--- src/rtl/multdiv_sequencer.sv ---
// Execute-stage sequencer for R-type mul/div: detects the instruction, pulses the
// multdiv start line, stalls until result or timeout, then strobes write-back.
module multdiv_sequencer #(
  parameter int unsigned TIMEOUT = 40
) (
  input  logic       clock,
  input  logic       reset,
  input  logic [4:0] opcode,
  input  logic [4:0] alu_op,
  input  logic       x_valid,
  input  logic       md_ready,
  input  logic       md_exception,
  output logic       ctrl_MULT,
  output logic       ctrl_DIV,
  output logic       stall,
  output logic       wb_en,
  output logic       rstatus_wr,
  output logic [2:0] rstatus_code,
  output logic       busy
);

  typedef enum logic [1:0] {
    IDLE  = 2'd0,
    START = 2'd1,
    WAIT  = 2'd2,
    DONE  = 2'd3
  } state_e;

  localparam logic [5:0] CNT_LAST = 6'(TIMEOUT - 1);

  state_e     state_q, state_d;
  logic [5:0] cnt_q, cnt_d;
  logic       op_div_q, op_div_d;
  logic       exc_q, exc_d;
  logic       tmo_q, tmo_d;

  logic is_mul, is_div, is_md;

  assign is_mul = x_valid & (opcode == 5'b00000) & (alu_op == 5'b00110);
  assign is_div = x_valid & (opcode == 5'b00000) & (alu_op == 5'b00111);
  assign is_md  = is_mul | is_div;

  // State and sequence bookkeeping registers
  always_ff @(posedge clock or posedge reset) begin
    if (reset) begin
      state_q  <= IDLE;
      cnt_q    <= 6'd0;
      op_div_q <= 1'b0;
      exc_q    <= 1'b0;
      tmo_q    <= 1'b0;
    end else begin
      state_q  <= state_d;
      cnt_q    <= cnt_d;
      op_div_q <= op_div_d;
      exc_q    <= exc_d;
      tmo_q    <= tmo_d;
    end
  end

  // Next-state logic; md_ready is only looked at in WAIT
  always_comb begin
    state_d  = state_q;
    cnt_d    = cnt_q;
    op_div_d = op_div_q;
    exc_d    = exc_q;
    tmo_d    = tmo_q;
    case (state_q)
      IDLE: begin
        if (is_md) begin
          state_d  = START;
          op_div_d = is_div;
          exc_d    = 1'b0;
          tmo_d    = 1'b0;
        end else begin
          state_d  = IDLE;
        end
      end
      START: begin
        cnt_d   = 6'd0;
        state_d = WAIT;
      end
      WAIT: begin
        if (md_ready) begin
          exc_d   = md_exception;
          state_d = DONE;
        end else if (cnt_q == CNT_LAST) begin
          tmo_d   = 1'b1;
          state_d = DONE;
        end else begin
          cnt_d   = cnt_q + 6'd1;
        end
      end
      DONE: begin
        state_d = IDLE;
      end
      default: begin
        state_d = IDLE;
      end
    endcase
  end

  // Output decode; stall is the only output that also depends on inputs
  always_comb begin
    ctrl_MULT    = 1'b0;
    ctrl_DIV     = 1'b0;
    stall        = 1'b0;
    wb_en        = 1'b0;
    rstatus_wr   = 1'b0;
    rstatus_code = 3'd0;
    busy         = (state_q != IDLE);
    case (state_q)
      IDLE: begin
        stall = is_md;
      end
      START: begin
        stall     = 1'b1;
        ctrl_MULT = ~op_div_q;
        ctrl_DIV  = op_div_q;
      end
      WAIT: begin
        stall = 1'b1;
      end
      DONE: begin
        wb_en      = 1'b1;
        rstatus_wr = exc_q | tmo_q;
        if (!(exc_q | tmo_q)) begin
          rstatus_code = 3'd0;
        end else if (tmo_q) begin
          rstatus_code = 3'd7;
        end else if (op_div_q) begin
          rstatus_code = 3'd5;
        end else begin
          rstatus_code = 3'd4;
        end
      end
      default: begin
        stall = 1'b0;
      end
    endcase
  end

endmodule

--- config.mk ---
export PLATFORM = sky130hd
export DESIGN_NAME = multdiv_sequencer
export DESIGN_NICKNAME = d
export VERILOG_FILES = /design/src/rtl/multdiv_sequencer.sv
export SDC_FILE = /design/constraint.sdc
export NUM_CORES = 1
export LEC_CHECK = 0
export ABC_AREA = 1
export ABC_CLOCK_PERIOD_IN_PS = 3640
export BUFFER_PORTS_ARGS = -buffer_cell sky130_fd_sc_hd__clkbuf_2
export CELL_PAD_IN_SITES_DETAIL_PLACEMENT = 1
export CELL_PAD_IN_SITES_GLOBAL_PLACEMENT = 1
export CORE_MARGIN = 2
export CORE_UTILIZATION = 36
export CTS_CLUSTER_SIZE = 16
export DETAILED_ROUTE_END_ITERATION = 6
export MAX_ROUTING_LAYER = met4
export PLACE_DENSITY_LB_ADDON = 0.1
export SYNTH_ARGS = -nofsm -noshare
export SYNTH_HDL_FRONTEND = slang
export SYNTH_SLANG_ARGS = --single-unit
--- constraint.sdc ---
create_clock -name clock -period 3.64 [get_ports clock]
set_input_delay 0.182 -clock clock [delete_from_list [all_inputs] [get_ports clock]]
set_output_delay 0.182 -clock clock [all_outputs]
set_load 0.005 [all_outputs]
# After elaboration in Yosys (flattened, before gate mapping)
# Cells that the tools add are included.
# W data, S select, Z words.
[op_classes]
n_addsub = 1
eq_ne = 12
muxes = 22
bitwise = 6
n_reduce_logical = 10
[ops]
columns = ["op", "count"]
rows = [
  ["$mux W6", 2],
  ["$pmux W6 S2", 1],
  ["$eq A5 B3 Y1 const B", 2],
  ["$mux W1", 10],
  ["$ne A2 B2 Y1 const B", 5],
  ["$pmux W2 S4", 1],
  ["$add A6 B1 Y6 const B", 1],
  ["$eq A6 B6 Y1 const B", 1],
  ["$mux W2", 3],
  ["$mux W3", 2],
  ["$pmux W1 S2", 3],
  ["$reduce_and A3 Y1", 2],
  ["$reduce_bool A2 Y1", 3],
  ["$logic_not A5 Y1", 1],
  ["$eq A2 B2 Y1 const B", 2],
  ["$reduce_and A4 Y1", 1],
  ["$and A1 B1 Y1", 3],
  ["$ne A3 B3 Y1 const B", 1],
  ["$eq A2 B1 Y1 const B", 1],
  ["$logic_not A2 Y1", 1],
  ["$or A1 B1 Y1", 2],
  ["$reduce_and A2 Y1", 1],
  ["$reduce_or A2 Y1", 1],
  ["$not A1 Y1", 1],
]
[word_totals]
register_bits = 11
inputBits = 15
word_cells = 56

# Longest topological paths before layout
# Gate-level depths: netlist of the first run.
[logic_depth]
depth_word = 6
mapped_depth = 9
depth_no_buf = 9

# Worst setup path before layout of the first run
# Ideal clock, no wire load.
[synth_path]
path_kind = "reg2reg"
from = "register state_q[0]"
to = "register tmo_q"
setup_time_ps = 117
arrival_ps = 1290
required_ps = 3523
path_slack_ps = 2234
path_stages_with_launch = 10
synth_period_minus_slack_ps = 1406
cell_sequence = "dfrtp_1 > inv_1 > ha_1 > inv_1 > nor2_4 > nand3_1 > nand2_1 > nand2_1 > nand2_1 > nand2_1"
[synth_rtl]
columns = ["element", "line_no", "source"]
rows = [
  ["start, declared", "31", "state_e state_q, state_d;"],
  ["start signal, assigned", "52", "state_q <= state_d;"],
  ["$eq A2 B2 Y1 / $logic_not A2 Y1 (equally long branches)", "67", "case (state_q)"],
  ["$pmux W1 S2 (*)", "67", ""],
  ["named net tmo_d", "35", "logic tmo_q, tmo_d;"],
  ["end signal, assigned", "56", "tmo_q <= tmo_d;"],
  ["end, declared", "35", ""],
]
# Mark *: on every way through the listed nets, which the timed path passes. The rest lies on a longest branch.
# A chain may end at the register's enable or synchronous reset.

# Worst setup path after layout of the first run
[layout_path]
from = "register state_q[0]"
to = "output stall"
[layout_via]
elab_chain_len = 3
[layout_lines]
columns = ["element", "line_no", "source"]
rows = [
  ["$eq A2 B2 Y1 / $eq A2 B1 Y1 (equally long branches)", "111", "case (state_q)"],
  ["$reduce_or A2 Y1 (no line)", "-", ""],
  ["$pmux W1 S2 (*)", "111", ""],
  ["end, declared", "15", "output logic stall,"],
]
# Every way passes the cells marked *; elsewhere a longest branch is shown, timed or not.

==> flow_metrics.tcl, run 1 <==
set metrics [dict create \
    gr-total-overflow 0 \
    worst_pin_slew_ns 0.445 \
    syn-num-nets 133 \
    grt_use_total 0.199 \
    yosysWarnings 0 \
    clock_latency_ns 0.28 \
    setup_viol 0 \
    reg2reg_to "tmo_q" \
    grt_pass1_wl_um 3590 \
    path_buf_inv 2 \
    required_ns 3.46 \
    yosys-top-cells-area "dfrtp_1 35%, nand2_1 17%, ha_1 9.7%, nor2_1 8.2%, inv_1 6.8%" \
    crit_type "reg2out" \
    rsz0062_at_grt "no" \
    grt_max_degree 12 \
    vdd_ir_drop_max_mv 0.334 \
    place_congestion 0.811 \
    cpMaxStageDelayCell "dfrtp_1" \
    slew_viol_final 0 \
    total_power_uw 567 \
    syn_area_per_cell_um2 6.93 \
    synth_most_common_cell "nand2_1" \
    critPathArrivalTime_ns 1.45 \
    rows 16 \
    syn_to_final_growth_pct 22.9 \
    initial_core_util 0.388 \
    cp_slowest_stage_delay_ns 0.41 \
    vias 777 \
    wire_per_inst_um 12.5 \
    finalClockSkew_ns 0.00264 \
    synth_edf_count 0 \
    fin_util 0.476 \
    rrSetupSlack_ns 2.02 \
    dp_slack_ns 2.01 \
    routed_wirelength_um 2070 \
    synthCells 112 \
    grt_pass1_vias 803 \
    fmax_ghz 0.613 \
    synth-seq-cells 11 \
    endpoint_kind "output port" \
    top_layer "met4" \
    p_per_area_mw_per_mm2 594 \
    period_share 0.448 \
    critPathTopFamily "flip-flops" \
    critPathMaxFanout 4 \
    drive_gt1_frac 0.223 \
    hold_end "exc_q" \
    path_cells "inv_1, ha_1, nand2_1, a21oi_1, clkbuf_2" \
    seq_area_frac_synth 0.355 \
    hpwlAfterDp_um 1730 \
    setup_ws_ns 2.01 \
    antenna_found_initial 0 \
    fin_crit_ns 1.63 \
    drc 0 \
    min_from "md_exception" \
    drtIter0Drc 6 \
    wl_met3_um 70 \
    worstHoldPathCells 3 \
    synth_ff_type "dfrtp_1" \
    numCtsBuffers 3 \
    drv_cap 0 \
    fin_setup_tns_ns 0 \
    first_pass_iters 4 \
    synth_top_cell_by_area "dfrtp_1" \
    n_antenna_cell 0 \
    power.leakage_nw 0.552 \
    synthArstFlopShare 1.00 \
    synth_cell_types 17 \
    met2_length_um 1010 \
    cts_buffer_depth 2 \
    start_kind "flop" \
    cts_max_level 1 \
    hold_viol 0 \
    ant_nets 0 \
    pin_count 24 \
    die_width_um 50.4 \
    core-area_mm2 0.00200 \
    placed_cells 161 \
    status "finished clean" \
    fp.dieH_um 50.4 \
    met1_length_um 933 \
    avgViaCountPerCell 4.68 \
    port_buffers 23 \
    numClockSinks 11 \
    cts_setup_buffers 0 \
    layoutNonFillerInstCount 166 \
    clk_pin_slew_ns 0.07 \
    hold_class "in2reg" \
    netlist_area_um2 776 \
    fp.dieArea_mm2 0.00254 \
    r2r-start "state_q[0]" \
    reg2regPathDepth 9 \
    yosysTopAreaCellShare 0.355 \
    root_buffer "clkbuf_4" \
    cts_tree "built" \
    finalNetCount 161 \
    max_slew_margin 0.703 \
    synth_commonest_cells "36 x nand2_1, 17 x nor2_1, 14 x inv_1, 11 x dfrtp_1, 10 x nand3_1" \
]
==> sequential cells by signal, summed over array words and instances, names as in the netlist <==
| name | flops |
|---|---|
| state_q | 2 |
| exc_q | 1 |
| tmo_q | 1 |
| op_div_q | 1 |
| cnt_q | 6 |
==> worst reg2reg max path, stage by stage, from the launching register on <==
cell     delay (ns)
dfrtp_1        0.41
inv_1          0.13
ha_1           0.27
inv_1          0.15
nor2_4         0.18
nand3_1        0.10
nand2_1        0.09
nand2_1        0.06
nand2_1        0.07
nand2_1        0.05
==> per-stage QoR <==
| stage | hold WS (ns) | instance area [um^2] |
|---|---|---|
| after global placement | 0.183 | 917 |
| final | 0.139 | 953 |
| after global routing | 0.156 | 953 |
| after CTS | 0.135 | 953 |
| after floorplan | 0.0344 | 776 |
| after detailed placement | 0.188 | 917 |
==> area by class of cell <==
cell class / count / area [um^2]
tap: 27 / 33.8
multi-input combinational: 85 / 437
fill: 273 / 1050
inverter: 15 / 56.3
timing repair buffer: 24 / 125
sequential: 11 / 275
clock buffer: 4 / 26.3
==> routing by layer <==
| layer | GRT usage | vias up |
|---|---|---|
| met4 | 0.0946 | 0 |
| met3 | 0.0357 | 5 |
| met1 | 0.236 | 358 |
| met5 | - | - |
| met2 | 0.327 | 14 |
| li1 | - | 400 |
==> power by group <==
group          total, mW  internal, mW  switching (mW)
Combinational      0.293         0.113           0.180
Sequential         0.189         0.154          0.0345
Clock             0.0849        0.0426          0.0424
Total              0.567         0.309           0.257
==> layout by cell type (no fill, tap or decap) <==
| master | instances |
|---|---|
| dfrtp_1 | 11 |
| nand2_2 | 1 |
| inv_2 | 1 |
| xor2_1 | 2 |
| clkbuf_2 | 23 |
| nor2_1 | 17 |
| clkbuf_4 | 3 |
| o21ai_0 | 4 |
| o21bai_1 | 1 |
| a21oi_4 | 1 |
| nand2_1 | 36 |
| nand3b_1 | 1 |
| a21oi_1 | 4 |
| nor2_4 | 1 |
| inv_1 | 14 |
| clkbuf_1 | 1 |
| ha_1 | 6 |
| nor2_2 | 1 |
| nand3_1 | 10 |
| dlygate4sd3_1 | 1 |
==> logic make-up after synthesis <==
kind of cell,after synthesis,synth area share
XOR/XNOR,2,0.0226
buffers and inverters,16,0.0823
flip-flops,11,0.355
adder cells (fa/ha/maj),6,0.0968
AND/OR/NAND/NOR,67,0.361
AO/OA/AOI/OAI,10,0.0823
==> worst max-delay path by stage <==
stage	start	end	slack (ns)	depth (start not counted)
floorplan	state_q[0]	tmo_q	2.23	9
global placement	state_q[0]	tmo_q	2.14	9
detailed placement	state_q[0]	tmo_q	2.01	9
CTS	state_q[0]	stall	1.99	5
global route	state_q[0]	tmo_q	1.83	9
finish	state_q[0]	stall	2.01	5
==> what timing repair did <==
item / in CTS / in global routing
hold endpoints to repair: 11 / 0
hold buffers: 1 / 0
gates resized for setup: 0 / 0
No activity file was read; power rests on OpenSTA's default activity.
==> run 2, diff against run 1 <==
--- a/config.mk
+++ b/config.mk
@@ -6,12 +6,12 @@
 export NUM_CORES = 1
 export LEC_CHECK = 0
 export ABC_AREA = 1
-export ABC_CLOCK_PERIOD_IN_PS = 3640
+export ABC_CLOCK_PERIOD_IN_PS = 1700
 export BUFFER_PORTS_ARGS = -buffer_cell sky130_fd_sc_hd__clkbuf_2
 export CELL_PAD_IN_SITES_DETAIL_PLACEMENT = 1
 export CELL_PAD_IN_SITES_GLOBAL_PLACEMENT = 1
 export CORE_MARGIN = 2
-export CORE_UTILIZATION = 36
+export CORE_UTILIZATION = 34
 export CTS_CLUSTER_SIZE = 16
 export DETAILED_ROUTE_END_ITERATION = 6
 export MAX_ROUTING_LAYER = met4
==> constraint.sdc (replaced) <==
create_clock -name clock -period 1.7 [get_ports clock]
set_input_delay 0.085 -clock clock [delete_from_list [all_inputs] [get_ports clock]]
set_output_delay 0.085 -clock clock [all_outputs]
set_load 0.005 [all_outputs]
==> run 2 against run 1 <==
Net effect:
- flip-flop and latch count did not move
- routed wire length is 9.4% lower
- via count unchanged
- register-to-register slack worse by 1.9 ns
- non-clock buffer count rose by 2
- hold slack lost 0.089 ns
- final area up 1.7%
- critical path depth is 3 higher
- core utilization fell by 3.4 points
- first-iteration DRC count is 67% lower
- sequential power grew 110%
- clock skew fell by 0.00051 ns
- critical endpoint is now cnt_q[3]
==> flow_metrics.tcl, run 2 (synthesis results as in run 1) <==
set metrics [dict create \
    setup_viol 0 \
    fin_crit_ns 1.53 \
    p_sw_uw 532 \
    avgViaCountPerCell 4.60 \
    critPathArrivalTime_ns 1.69 \
    mostFrequentLayoutCells "36 x nand2_1, 23 x clkbuf_2, 17 x nor2_1" \
    wire_per_inst_um 11.1 \
    pin_count 24 \
    rsz0062_at_grt "no" \
    crit_type "reg2reg" \
    drtIter0Drc 2 \
    cts_buffer_depth 2 \
    die_width_um 51.8 \
    numCtsBuffers 3 \
    path_cells "inv_1, ha_1, inv_1, nor2_4, a21oi_4, inv_2, nand2_1, nand2_1" \
    endpoint_kind "flop" \
    critPathMaxFanout 9 \
    status "finished clean" \
    root_buffer "clkbuf_4" \
    final_area_um2 970 \
    p_int_uw 684 \
    grt_most_used_layer "met2" \
    min_from "md_exception" \
    drc 0 \
    finalNetCount 163 \
    hold_viol 0 \
    fmax_ghz 0.654 \
    grt_pass1_vias 783 \
    slew_viol_final 0 \
    grt_use_met3 0.0517 \
    drive_gt1_frac 0.234 \
    numClockSinks 11 \
    cts_setup_buffers 0 \
    gr-total-overflow 0 \
    cpMaxStageDelayCell "dfrtp_1" \
    routed_wirelength_um 1880 \
    start_kind "flop" \
    largest_register_ffs 6 \
    place_area_um2 933 \
    place_congestion 0.748 \
    hold_class "in2reg" \
    regMostFlops "cnt_q" \
    port_buffers 23 \
    sw_frac_of_total 0.437 \
    max_slew_margin 0.690 \
    vdd_ir_drop_max_mv 0.581 \
    rows 17 \
    cp_slowest_stage_delay_ns 0.40 \
    use_met1 0.209 \
    clock_power_share 0.146 \
    clock_latency_ns 0.27 \
    fin_setup_tns_ns 0 \
    p_seq_frac 0.319 \
    p_comb_frac 0.536 \
    cts_max_level 1 \
    p_per_area_mw_per_mm2 1250 \
    cts_tree "built" \
    fp.dieArea_mm2 0.00268 \
    cp-startpoint "state_q[0]" \
    drv_cap 0 \
    met2_usage 0.291 \
    n_antenna_cell 0 \
    hpwlAfterDp_um 1600 \
    r2r-start "state_q[0]" \
    required_ns 1.86 \
    clk_pin_slew_ns 0.07 \
    grt_use_total 0.176 \
    power.leakage_nw 0.562 \
    grt_pass1_wl_um 3350 \
    num-fill-cells 309 \
    fp.dieH_um 51.8 \
    antenna_found_initial 0 \
    syn_to_final_growth_pct 25.0 \
    vias 777 \
    ant_nets 0 \
    finalClockSkew_ns 0.00214 \
    first_pass_iters 2 \
    core-area_mm2 0.00219 \
    mostFrequentLayoutCell "nand2_1" \
    top_regs "cnt_q (6), state_q (2)" \
    worst_pin_slew_ns 0.465 \
    initial_core_util 0.354 \
    grt_max_degree 12 \
    period_share 0.900 \
]
==> run 2: worst paths after layout <==
check | end | slack (ns) | depth (start not counted)
hold / removal | exc_q | 0.05 | 3
setup / recovery | cnt_q[3] | 0.17 | 8
max in group asynchronous | cnt_q[1] | 1.03 | 3
hold reg to reg | tmo_q | 0.50 | 2
min in group asynchronous | cnt_q[2] | 0.35 | 3
setup reg to reg | cnt_q[3] | 0.17 | 8
==> run 2: layout make-up <==
| cell class | instances | area [um^2] | share of cell area |
|---|---|---|---|
| clock buffer | 4 | 26.3 | 0.0271 |
| sequential | 11 | 275 | 0.284 |
| inverter | 15 | 56.3 | 0.0581 |
| timing repair buffer | 26 | 140 | 0.145 |
| tap | 28 | 35.0 | 0.0361 |
| multi-input combinational | 85 | 437 | 0.450 |
==> run 2: repair_timing <==
action	CTS	global route
resized for setup	0	0
hold buffers	1	0
setup endpoints to repair	0	0
endpoints found under the hold margin	11	0
==> run 2: per-stage QoR <==
stage	setup slack, ns	hold slack (ns)	util	power, mW	instances
after floorplan	0.294	-0.0626	-	0.823	112
after global placement	0.197	0.0975	0.426	1.04	164
after CTS	0.142	0.0409	0.443	1.25	169
final	0.170	0.0499	0.443	1.22	169
after detailed placement	0.156	0.108	0.426	1.06	164
after global routing	0.0185	0.0516	0.443	1.36	169
==> run 2: routing by layer <==
layer / part of all wire / routed length, um
met3: 0.036 / 67
met5: 0 / 0
met1: 0.47 / 891
met2: 0.48 / 899
met4: 0.010 / 19
==> run 2: power by group through the flow <==
stage	Combinational (mW)	Clock [mW]	Sequential (mW)
final	0.651	0.177	0.388
after global routing	0.760	0.200	0.400
after CTS	0.670	0.189	0.390
after detailed placement	0.665	0	0.395
after global placement	0.647	0	0.394
after floorplan	0.437	0	0.386
==> run 2: critical path, delay by kind of cell (launching register included) <==
kind            cells  cell delay, ns
compound gates      1            0.27
fa+ha+maj           1            0.22
buf+inv             3            0.36
flops               1            0.40
simple gates        3            0.18
==> run 3, diff against run 2 <==
--- a/config.mk
+++ b/config.mk
@@ -11,7 +11,8 @@
 export CELL_PAD_IN_SITES_DETAIL_PLACEMENT = 1
 export CELL_PAD_IN_SITES_GLOBAL_PLACEMENT = 1
 export CORE_MARGIN = 2
-export CORE_UTILIZATION = 34
+export CORE_UTILIZATION = 36
+export CTS_BUF_LIST = sky130_fd_sc_hd__clkbuf_8
 export CTS_CLUSTER_SIZE = 16
 export DETAILED_ROUTE_END_ITERATION = 6
 export MAX_ROUTING_LAYER = met4
==> run 3 against run 2 <==
Net effect:
- first-iteration DRC count rose to 8.5 times the previous value
- highest routed layer unchanged
- register-to-register slack about the same
- critical endpoint is now tmo_q
- largest power group unchanged
- flip-flop and latch count unchanged
- largest cell class unchanged
==> flow_metrics.tcl, run 3 (synthesis results as in run 1) <==
set metrics [dict create \
    status "finished clean" \
    rows 16 \
    mostFrequentLayoutCells "36 x nand2_1, 23 x clkbuf_2, 17 x nor2_1" \
    drive_gt1_frac 0.241 \
    fin_util 0.499 \
    root_buffer "clkbuf_8" \
    core-area_mm2 0.00200 \
    fp.dieArea_mm2 0.00254 \
    syn_to_final_growth_pct 28.9 \
    vias 785 \
    path_cells "inv_1, ha_4, inv_1, nor2_4, nand3_1, nand2_1, nand2_1, nand2_1, nand2_1" \
    p_seq_frac 0.300 \
    cts_max_level 1 \
    initial_core_util 0.388 \
    fin_crit_ns 1.53 \
    path_buf_inv 2 \
    numCtsBuffers 3 \
    avgViaCountPerCell 4.67 \
    mostFrequentLayoutCell "nand2_1" \
    power.leakage_nw 0.574 \
    num-fill-cells 277 \
    finalNetCount 163 \
    cpMaxStageDelayCell "dfrtp_1" \
    grt_use_total 0.198 \
    top_regs "cnt_q (6), state_q (2)" \
    drv_cap 0 \
    first_pass_iters 4 \
    clock_latency_ns 0.24 \
    p_per_area_mw_per_mm2 1330 \
    finalClockSkew_ns 0.00198 \
    cts_buffer_depth 2 \
    largest_register_ffs 6 \
    period_share 0.898 \
    pin_count 24 \
    place_congestion 0.770 \
    wire_per_inst_um 12.4 \
    p_sw_uw 563 \
    die_width_um 50.4 \
    grt_max_degree 12 \
    clk_pin_slew_ns 0.05 \
    hold_viol 0 \
    regMostFlops "cnt_q" \
    cts_tree "built" \
    multi_input_area_um2 449 \
    vdd_ir_drop_max_mv 0.862 \
    worst_pin_slew_ns 0.446 \
    crit_path_frequent_cell "nand2_1" \
    hpwlAfterDp_um 1690 \
    slew_viol_final 0 \
    gr-total-overflow 0 \
    critPathMaxFanout 6 \
    total_power_mw 1.33 \
    setup_viol 0 \
    clock_power_share 0.191 \
    antenna_found_initial 0 \
    p_comb_frac 0.510 \
    rsz0062_at_grt "no" \
    required_ns 1.83 \
    ant_nets 0 \
    fin_setup_tns_ns 0 \
    n_antenna_cell 0 \
    routed_wirelength_um 2080 \
    drc 0 \
    critPathArrivalTime_ns 1.65 \
    p_int_uw 765 \
    cp_slowest_stage_delay_ns 0.41 \
    critPathTopFamily "simple AND/OR/NAND/NOR gates" \
    max_slew_margin 0.702 \
    crit_type "reg2reg" \
    seq_area_um2 275 \
    fmax_ghz 0.655 \
    start_kind "flop" \
    port_buffers 23 \
    hold_class "in2reg" \
    numClockSinks 11 \
    grt_pass1_wl_um 3660 \
    endpoint_kind "flop" \
    fp.dieH_um 50.4 \
    sw_frac_of_total 0.424 \
    drtIter0Drc 17 \
    grt_pass1_vias 838 \
]
run 3: changes by cell type in the layout (fill, tap and decap cells not counted):
cell and change:
clkbuf_4 -3, clkbuf_8 +3, clkbuf_1 -1, ha_1 -1, ha_4 +1, inv_1 +1
run 3: final cells by class:
class / instances / share of cell area
multi-input cells: 85 / 0.449
flip-flops and latches: 11 / 0.275
repair buffers: 26 / 0.140
inverters: 15 / 0.0563
clock buffers: 3 / 0.0413
well taps: 27 / 0.0338
clock inverters: 1 / 0.00375
run 3: timing repair:
action                                  in CTS  in global routing
hold buffers                                 1                  0
buffers inserted                             0                  1
endpoints found under the hold margin       11                  0
gates resized for setup                      0                  2
endpoints found under the setup margin       0                  9
run 3: routing by layer:
layer / vias to the layer above / track usage / wire length (um)
met5: - / - / 0
met4: 0 / 0.0405 / 13
met3: 2 / 0.0536 / 69
met1: 369 / 0.219 / 922
met2: 12 / 0.357 / 1070
li1: 402 / - / -
run 3: power by group through the flow:
| stage | registers (mW) | clock network (mW) | logic [mW] |
|---|---|---|---|
| 2_1_floorplan | 0.386 | 0 | 0.437 |
| 3_3_place_gp | 0.392 | 0 | 0.630 |
| 3_5_place_dp | 0.397 | 0 | 0.650 |
| 4_1_cts | 0.393 | 0.263 | 0.663 |
| 5_1_grt | 0.411 | 0.273 | 0.781 |
| 6_report | 0.398 | 0.253 | 0.677 |
run 3: worst paths after layout:
check	slack, ns	depth (start not counted)	end	from
hold / removal	0.09	3	exc_q	md_exception
setup / recovery	0.17	9	tmo_q	state_q[0]
setup reg to reg	0.17	9	tmo_q	state_q[0]
min in group asynchronous	0.38	3	cnt_q[3]	reset
hold reg to reg	0.49	2	tmo_q	tmo_q
max in group asynchronous	1.01	3	cnt_q[2]	reset
run 3: worst min-delay path: stages:
cell and delay (ns):
clkbuf_2 0.08, nand3_1 0.06, nand2_1 0.06
run 3: metrics by stage:
step	instances	instance area [um^2]	hold WS (ns)	setup slack, ns
6_report	168	1000	0.0871	0.174
5_1_grt	168	1000	0.0946	0.000313
4_1_cts	167	980	0.0855	0.0415
3_5_place_dp	162	925	0.0913	0.0887
3_3_place_gp	162	925	0.0852	0.185
2_1_floorplan	112	776	-0.0626	0.294
